==> src/rtl/pdp8_pkg.sv <==
// Shared PDP-8 definitions for the instruction fetch path: FSM state
// encoding, opcode values, auto-index range and instruction field positions.
package pdp8_pkg;

  typedef logic [11:0] word_t;

  typedef enum logic [2:0] {
    ST_IDLE    = 3'd0,
    ST_FETCH   = 3'd1,
    ST_DECODE  = 3'd2,
    ST_DEFER   = 3'd3,
    ST_AUTOINC = 3'd4,
    ST_FIN     = 3'd5
  } fetch_state_e;

  // Major opcodes, IR[11:9]. Values up to OP_JMP are memory-reference.
  localparam logic [2:0] OP_AND = 3'd0;
  localparam logic [2:0] OP_TAD = 3'd1;
  localparam logic [2:0] OP_ISZ = 3'd2;
  localparam logic [2:0] OP_DCA = 3'd3;
  localparam logic [2:0] OP_JMS = 3'd4;
  localparam logic [2:0] OP_JMP = 3'd5;
  localparam logic [2:0] OP_IOT = 3'd6;
  localparam logic [2:0] OP_OPR = 3'd7;

  // Page-zero locations that increment when used as indirect pointers.
  localparam word_t AUTOIDX_LO = 12'o0010;
  localparam word_t AUTOIDX_HI = 12'o0017;

  // Instruction field positions.
  localparam int IR_OP_LO    = 9;
  localparam int IR_I_BIT    = 8;
  localparam int IR_PAGE_BIT = 7;
  localparam int IR_OFF_HI   = 6;

endpackage

==> src/rtl/fetch_unit_if.sv <==
// Memory port between the fetch unit (master) and the 4Kx12 core (slave).
// Requests are held until the slave answers with MEM_ACK.
interface fetch_unit_if #(
  parameter int AW = 12,
  parameter int DW = 12
);
  logic [AW-1:0] MEM_ADDR;
  logic          MEM_RD;
  logic          MEM_WR;
  logic [DW-1:0] MEM_WDATA;
  logic [DW-1:0] MEM_RDATA;
  logic          MEM_ACK;

  modport master (
    output MEM_ADDR, MEM_RD, MEM_WR, MEM_WDATA,
    input  MEM_RDATA, MEM_ACK
  );

  modport slave (
    input  MEM_ADDR, MEM_RD, MEM_WR, MEM_WDATA,
    output MEM_RDATA, MEM_ACK
  );
endinterface

==> src/rtl/fetch_unit_ea_calc.sv <==
// Combinational effective-address helper: forms the direct address from the
// instruction and the page of the fetch PC, classifies the instruction, and
// (with PDP8_AUTOINDEX_EN) checks the auto-index range and increments the
// pointer word read during deferral.
module ea_calc
  import pdp8_pkg::*;
(
  input  word_t      ir_i,
  input  logic [4:0] page_i,
  output word_t      da_o,
  output logic       is_mri_o,
  output logic       is_ind_o
`ifdef PDP8_AUTOINDEX_EN
  ,
  input  word_t      rdata_i,
  output logic       autoidx_o,
  output word_t      rdata_inc_o
`endif
);

  // Page bit selects current page (fetch PC high bits) or page zero.
  always_comb begin
    is_mri_o = (ir_i[11:IR_OP_LO] <= OP_JMP);
    is_ind_o = ir_i[IR_I_BIT];
    if (ir_i[IR_PAGE_BIT]) da_o = {page_i, ir_i[IR_OFF_HI:0]};
    else                   da_o = {5'b0, ir_i[IR_OFF_HI:0]};
  end

`ifdef PDP8_AUTOINDEX_EN
  // Pointer increment wraps 7777 to 0000 naturally in 12 bits.
  always_comb begin
    autoidx_o   = (da_o >= AUTOIDX_LO) && (da_o <= AUTOIDX_HI);
    rdata_inc_o = rdata_i + 12'd1;
  end
`endif

endmodule

==> src/rtl/fetch_unit.sv <==
// PDP-8 instruction fetch unit: reads the instruction at PC, resolves the
// effective address (direct, indirect, auto-index) and pulses PC_ADV once
// per fetch. Optional macro PDP8_AUTOINDEX_EN enables auto-index write-back
// for pointers at 0010..0017; without it those are plain indirect pointers.
module fetch_unit
  import pdp8_pkg::*;
#(
  parameter int AW = 12,
  parameter int DW = 12
) (
  input  logic          CLK,
  input  logic          CLR,
  input  logic [AW-1:0] PC,
  input  logic          START,
  fetch_unit_if.master  mem,
  output logic [DW-1:0] IR,
  output logic [AW-1:0] EA,
  output logic          PC_ADV,
  output logic          BUSY,
  output logic          DONE
);

  fetch_state_e  state_q, state_d;
  logic [4:0]    ipc_page_q, ipc_page_d;
  logic [DW-1:0] ir_q, ir_d;
  logic [AW-1:0] ea_q, ea_d;
  logic [AW-1:0] addr_q, addr_d;
  logic          rd_q, rd_d;

  word_t da;
  logic  is_mri;
  logic  is_ind;

`ifdef PDP8_AUTOINDEX_EN
  logic          wr_q, wr_d;
  logic [DW-1:0] wdata_q, wdata_d;
  logic          autoidx;
  word_t         rdata_inc;
`endif

  ea_calc u_ea_calc (
    .ir_i        (ir_q),
    .page_i      (ipc_page_q),
    .da_o        (da),
    .is_mri_o    (is_mri),
    .is_ind_o    (is_ind)
`ifdef PDP8_AUTOINDEX_EN
    ,
    .rdata_i     (mem.MEM_RDATA),
    .autoidx_o   (autoidx),
    .rdata_inc_o (rdata_inc)
`endif
  );

  // Next-state and datapath update for the fetch / decode / defer sequence.
  always_comb begin
    // NOTE: every target gets a default (hold) first so no path can infer a latch.
    state_d    = state_q;
    ipc_page_d = ipc_page_q;
    ir_d       = ir_q;
    ea_d       = ea_q;
    addr_d     = addr_q;
    rd_d       = rd_q;
`ifdef PDP8_AUTOINDEX_EN
    wr_d       = wr_q;
    wdata_d    = wdata_q;
`endif
    unique case (state_q)
      ST_IDLE: begin
        if (START) begin
          ipc_page_d = PC[AW-1:AW-5];
          addr_d     = PC;
          rd_d       = 1'b1;
          state_d    = ST_FETCH;
        end
      end
      ST_FETCH: begin
        if (mem.MEM_ACK) begin
          ir_d    = mem.MEM_RDATA;
          rd_d    = 1'b0;
          state_d = ST_DECODE;
        end
      end
      ST_DECODE: begin
        if (!is_mri) begin
          ea_d    = '0;
          state_d = ST_FIN;
        end else if (!is_ind) begin
          ea_d    = da;
          state_d = ST_FIN;
        end else begin
          addr_d  = da;
          rd_d    = 1'b1;
          state_d = ST_DEFER;
        end
      end
      ST_DEFER: begin
        if (mem.MEM_ACK) begin
          rd_d    = 1'b0;
          ea_d    = mem.MEM_RDATA;
          state_d = ST_FIN;
`ifdef PDP8_AUTOINDEX_EN
          // Auto-index pointer: use and write back the incremented value;
          // MEM_ADDR already holds the pointer address for the write.
          if (autoidx) begin
            ea_d    = rdata_inc;
            wdata_d = rdata_inc;
            wr_d    = 1'b1;
            state_d = ST_AUTOINC;
          end
`endif
        end
      end
`ifdef PDP8_AUTOINDEX_EN
      ST_AUTOINC: begin
        if (mem.MEM_ACK) begin
          wr_d    = 1'b0;
          state_d = ST_FIN;
        end
      end
`endif
      ST_FIN:  state_d = ST_IDLE;
      default: state_d = ST_IDLE;
    endcase
  end

  // State and datapath registers; CLR drops any in-flight request at once.
  always_ff @(posedge CLK or posedge CLR) begin
    if (CLR) begin
      state_q    <= ST_IDLE;
      ipc_page_q <= '0;
      ir_q       <= '0;
      ea_q       <= '0;
      addr_q     <= '0;
      rd_q       <= 1'b0;
`ifdef PDP8_AUTOINDEX_EN
      wr_q       <= 1'b0;
      wdata_q    <= '0;
`endif
    end else begin
      // NOTE: non-blocking updates so every register sees pre-edge values.
      state_q    <= state_d;
      ipc_page_q <= ipc_page_d;
      ir_q       <= ir_d;
      ea_q       <= ea_d;
      addr_q     <= addr_d;
      rd_q       <= rd_d;
`ifdef PDP8_AUTOINDEX_EN
      wr_q       <= wr_d;
      wdata_q    <= wdata_d;
`endif
    end
  end

  assign mem.MEM_ADDR = addr_q;
  assign mem.MEM_RD   = rd_q;
`ifdef PDP8_AUTOINDEX_EN
  assign mem.MEM_WR    = wr_q;
  assign mem.MEM_WDATA = wdata_q;
`else
  assign mem.MEM_WR    = 1'b0;
  assign mem.MEM_WDATA = '0;
`endif

  assign IR     = ir_q;
  assign EA     = ea_q;
  // DECODE is entered only from a completed fetch, so this is one pulse per fetch.
  assign PC_ADV = (state_q == ST_DECODE);
  assign BUSY   = (state_q != ST_IDLE);
  assign DONE   = (state_q == ST_FIN);

endmodule
==> src/flat_wrapper.sv <==
// flat-port wrapper written by rule: the top's interface ports become plain ports
module fetch_unit_flat import pdp8_pkg::*;
#(
  parameter int AW = 12,
  parameter int DW = 12
)
  (CLK, CLR, PC, START, IR, EA, PC_ADV, BUSY, DONE, mem_MEM_ADDR, mem_MEM_RD, mem_MEM_WR, mem_MEM_WDATA, mem_MEM_RDATA, mem_MEM_ACK);
  fetch_unit_if #(.AW(AW), .DW(DW)) mem_i ();
  input  logic CLK;
  input  logic CLR;
  input  logic [AW-1:0] PC;
  input  logic START;
  output logic [DW-1:0] IR;
  output logic [AW-1:0] EA;
  output logic PC_ADV;
  output logic BUSY;
  output logic DONE;
  output wire logic [$bits(mem_i.MEM_ADDR)-1:0] mem_MEM_ADDR;
  output wire logic [$bits(mem_i.MEM_RD)-1:0] mem_MEM_RD;
  output wire logic [$bits(mem_i.MEM_WR)-1:0] mem_MEM_WR;
  output wire logic [$bits(mem_i.MEM_WDATA)-1:0] mem_MEM_WDATA;
  input wire logic [$bits(mem_i.MEM_RDATA)-1:0] mem_MEM_RDATA;
  input wire logic [$bits(mem_i.MEM_ACK)-1:0] mem_MEM_ACK;
  assign mem_MEM_ADDR = mem_i.MEM_ADDR;
  assign mem_MEM_RD = mem_i.MEM_RD;
  assign mem_MEM_WR = mem_i.MEM_WR;
  assign mem_MEM_WDATA = mem_i.MEM_WDATA;
  assign mem_i.MEM_RDATA = mem_MEM_RDATA;
  assign mem_i.MEM_ACK = mem_MEM_ACK;
  fetch_unit #(.AW(AW), .DW(DW)) u_core (.CLK(CLK), .CLR(CLR), .PC(PC), .START(START), .mem(mem_i), .IR(IR), .EA(EA), .PC_ADV(PC_ADV), .BUSY(BUSY), .DONE(DONE));
endmodule
==> config.mk <==
export PLATFORM = sky130hd
export DESIGN_NAME = fetch_unit_flat
export DESIGN_NICKNAME = d
export VERILOG_FILES = /design/src/rtl/pdp8_pkg.sv /design/src/rtl/fetch_unit_if.sv /design/src/rtl/fetch_unit_ea_calc.sv /design/src/rtl/fetch_unit.sv /design/src/flat_wrapper.sv
export SDC_FILE = /design/constraint.sdc
export NUM_CORES = 1
export LEC_CHECK = 0
export ABC_CLOCK_PERIOD_IN_PS = 1700
export CAP_MARGIN = 20
export CORE_MARGIN = 4
export CORE_UTILIZATION = 40
export DETAILED_ROUTE_END_ITERATION = 7
export GPL_TIMING_DRIVEN = 0
export PLACE_DENSITY = 0.81
export SLEW_MARGIN = 10
export SYNTH_ARGS = -nofsm -noshare
export SYNTH_HDL_FRONTEND = slang
export SYNTH_HIERARCHICAL = 1
export SYNTH_SLANG_ARGS = --single-unit
==> constraint.sdc <==
create_clock -name CLK -period 1.7 [get_ports CLK]
set_clock_uncertainty 0.1 [all_clocks]
set_input_delay 0.34 -clock CLK [delete_from_list [all_inputs] [get_ports CLK]]
set_output_delay 0.34 -clock CLK [all_outputs]
set_load 0.1 [all_outputs]
==> flow_summary.ini <==
[worst_setup_path]
cp-start-kind = flop
cp_num_buf_inv = 2
reg2reg_from = u_core/state_q[1]$_DFFE_PP0P_
cp.arrival_ns = 1.38
r2r_setup_slack_ns = -0.05
path_max_fanout = 7
slowest_delay_ns = 0.39
worstPathRequired_ns = 1.26
endpoint_kind = primary output
reg2reg_depth = 7
path_cells = buf_6 -> or3_4 -> buf_12
reg2reg_to = u_core/mem.MEM_ADDR[9]$_DFFE_PP0P_
path_class = flop to primary output
cp_top_family = simple AND/OR/NAND/NOR gates
slowest_stage = or3_4

[logic_synthesis]
synth.most_common_cell = dfrtp_1
ys_seq_area_share_pct = 49.89
synthArstFlopShare_pct = 100.0
synth_top_area_share_pct = 49.89
synthFlopType = dfrtp_1
synth.avg_cell_area_um2 = 12.33
syn-instance-count = 183
synth_edf_count = 0
yosys.area.top_type = dfrtp_1
syn-cell-area_um2 = 2257
synth.area.top_cells = dfrtp_1 50%, mux2_2 8.5%, buf_4 8.0%, o221a_1 7.0%, o221a_2 5.0%
ys_warn_count = 6
synth_commonest_cells = 45 x dfrtp_1, 24 x buf_4, 17 x mux2_2
ys_ff_latch = 45
synth_cell_types = 30

[routing]
drtAntennaViolNets = 0
wl_per_cell_um = 17.14
drt-initial-drc-count = 45
drc = 0
wirelength_um = 6272
vias = 1803
drt_first_pass_iters = 4
vias_per_cell = 4.926

[cells_and_area]
antenna_cells = 0
final_nets = 321
post-route-util_pct = 63.44
drive_gt1_share_pct = 49.66
design_area_um2 = 3493
syn_to_final_growth_pct = 54.77
multi_input_comb_area_um2 = 999.7
nFillCells = 462
seq_area_um2 = 1136

[floorplanning]
die_h_um = 83.12
io_pins = 81
core.rowCount = 27
start_util_pct = 40.99
floorplan.die_area_um2 = 6909
core-area_um2 = 5507
die_w_um = 83.12

[place]
hpwlAfterDp_um = 4084
port_buffers = 67
placed_cell_area_um2 = 3104
gp_congestion = 0.7884
post-place-ws_ns = -1.027

[global_routing]
grt_pass1_vias = 1860
grt_pass1_wl_um = 9611
grt-ovfl-total = 0
antenna_found_initial = 0
grtUsageTotal_pct = 17.33
grt_start_max_net_pins = 28

[timing]
whs_ns = 0.2574
timing.final.crit_share_pct = 107.3
hold_viol = 0
worstMarginPinSlew_ns = 0.5632
setup_ws_ns = -0.1241
min_period_ns = 1.824
setup_violations = 18
fmax_ghz = 0.5482
maxSlewHeadroom_pct = 62.63
grt_setup_unrepaired = true
maxSlewViolCount = 0

[clock_network]
clk_latency_ns = 0.30
clk_pin_slew_ns = 0.08
htreeDepth = 2
cts_sinks = 45
numCtsBuffers = 5
clockBufferDepth = 2
cts_root_buf = clkbuf_8
cts_hold_buf = 0
cts_tree = done

[run_status]
status = finished with violations
violations = setup timing

[min_path]
hold_class = primary input to async pin

[run]
drv_cap = 0
worst register-to-register path: cells and delay by family (launching register included):
family	cells	cell delay (ns)
buffers and inverters	4	0.56
AOI/OAI and AO/OA	1	0.13
and+or+nand+nor	2	0.48
DFF	1	0.38
cell families (layout without fill, tap and decap cells):
family | count (synthesis) | after routing | synth area share, %
buffers and inverters | 34 | 133 | 11.09
flip-flops | 45 | 45 | 49.89
other | 1 | 13 | 0.1661
AND/OR/NAND/NOR | 43 | 43 | 12.42
multiplexers | 17 | 17 | 8.481
AO/OA/AOI/OAI | 43 | 43 | 17.96
what timing repair did:
item,4_1_cts,5_1_grt
resized for setup,148,65
pin swaps,1,10
endpoints found under the setup margin,68,63
gates cloned,0,3
setup buffers,5,15
worst max path at each step:
stage	cells past startpoint	endpoint	slack, ns	start
3_3_place_gp	3	PC_ADV	-1.0	u_core/state_q[0]$_DFFE_PP0P_
4_1_cts	4	PC_ADV	-0.22	u_core/state_q[2]$_DFFE_PP0P_
2_1_floorplan	2	BUSY	0.008	u_core/state_q[1]$_DFFE_PP0P_
6_report	3	BUSY	-0.12	u_core/state_q[2]$_DFFE_PP0P_
3_5_place_dp	3	PC_ADV	-1.03	u_core/state_q[0]$_DFFE_PP0P_
5_1_grt	3	BUSY	-0.16	u_core/state_q[2]$_DFFE_PP0P_
metrics by stage:
stage	TNS, ns	cells
finish	-0.5885	366
CTS	-0.9601	348
global route	-1.685	366
global placement	-55.15	334
detailed placement	-23.68	335
floorplan	0	195
sequential cells by signal, summed over array words and instances (netlist names):
signal,count
u_core/EA,12
u_core/IR,12
u_core/mem.MEM_ADDR,12
u_core/ipc_page_q,5
u_core/state_q,3
u_core/mem.MEM_RD,1
area by class of cell:
cell class / instances / share of cell area (%)
well taps: 72 / 2.579
inverters: 2 / 0.2149
multi-input cells: 116 / 28.62
plain buffers: 32 / 7.772
clock inverters: 1 / 0.8596
repair buffers: 91 / 24.96
flip-flops and latches: 45 / 32.52
clock buffers: 7 / 2.471
per-layer routing:
| metal | vias up | part of all wire, % | GRT usage, % |
|---|---|---|---|
| met5 | - | 0 | 0 |
| met4 | 0 | 1.2 | 3.566 |
| met3 | 8 | 5.6 | 4.663 |
| met2 | 61 | 51 | 29.59 |
| met1 | 886 | 42 | 22.09 |
| li1 | 848 | - | - |
cells in the final DEF (no fill, tap or decap), drive strengths merged, types with 2 or more instances in the layout:
cell	instances
a211oi	2
and2	5
buf	71
clkbuf	10
clkdlybuf4s15	8
clkdlybuf4s18	14
clkdlybuf4s50	27
conb	13
dfrtp	45
inv	2
mux2	17
nand2	15
nand2b	7
nor2	2
o21ai	13
o221a	24
or2b	7
Power is not shown: default switching activity piles up to over one toggle a cycle in this logic, so the estimate is an artifact.
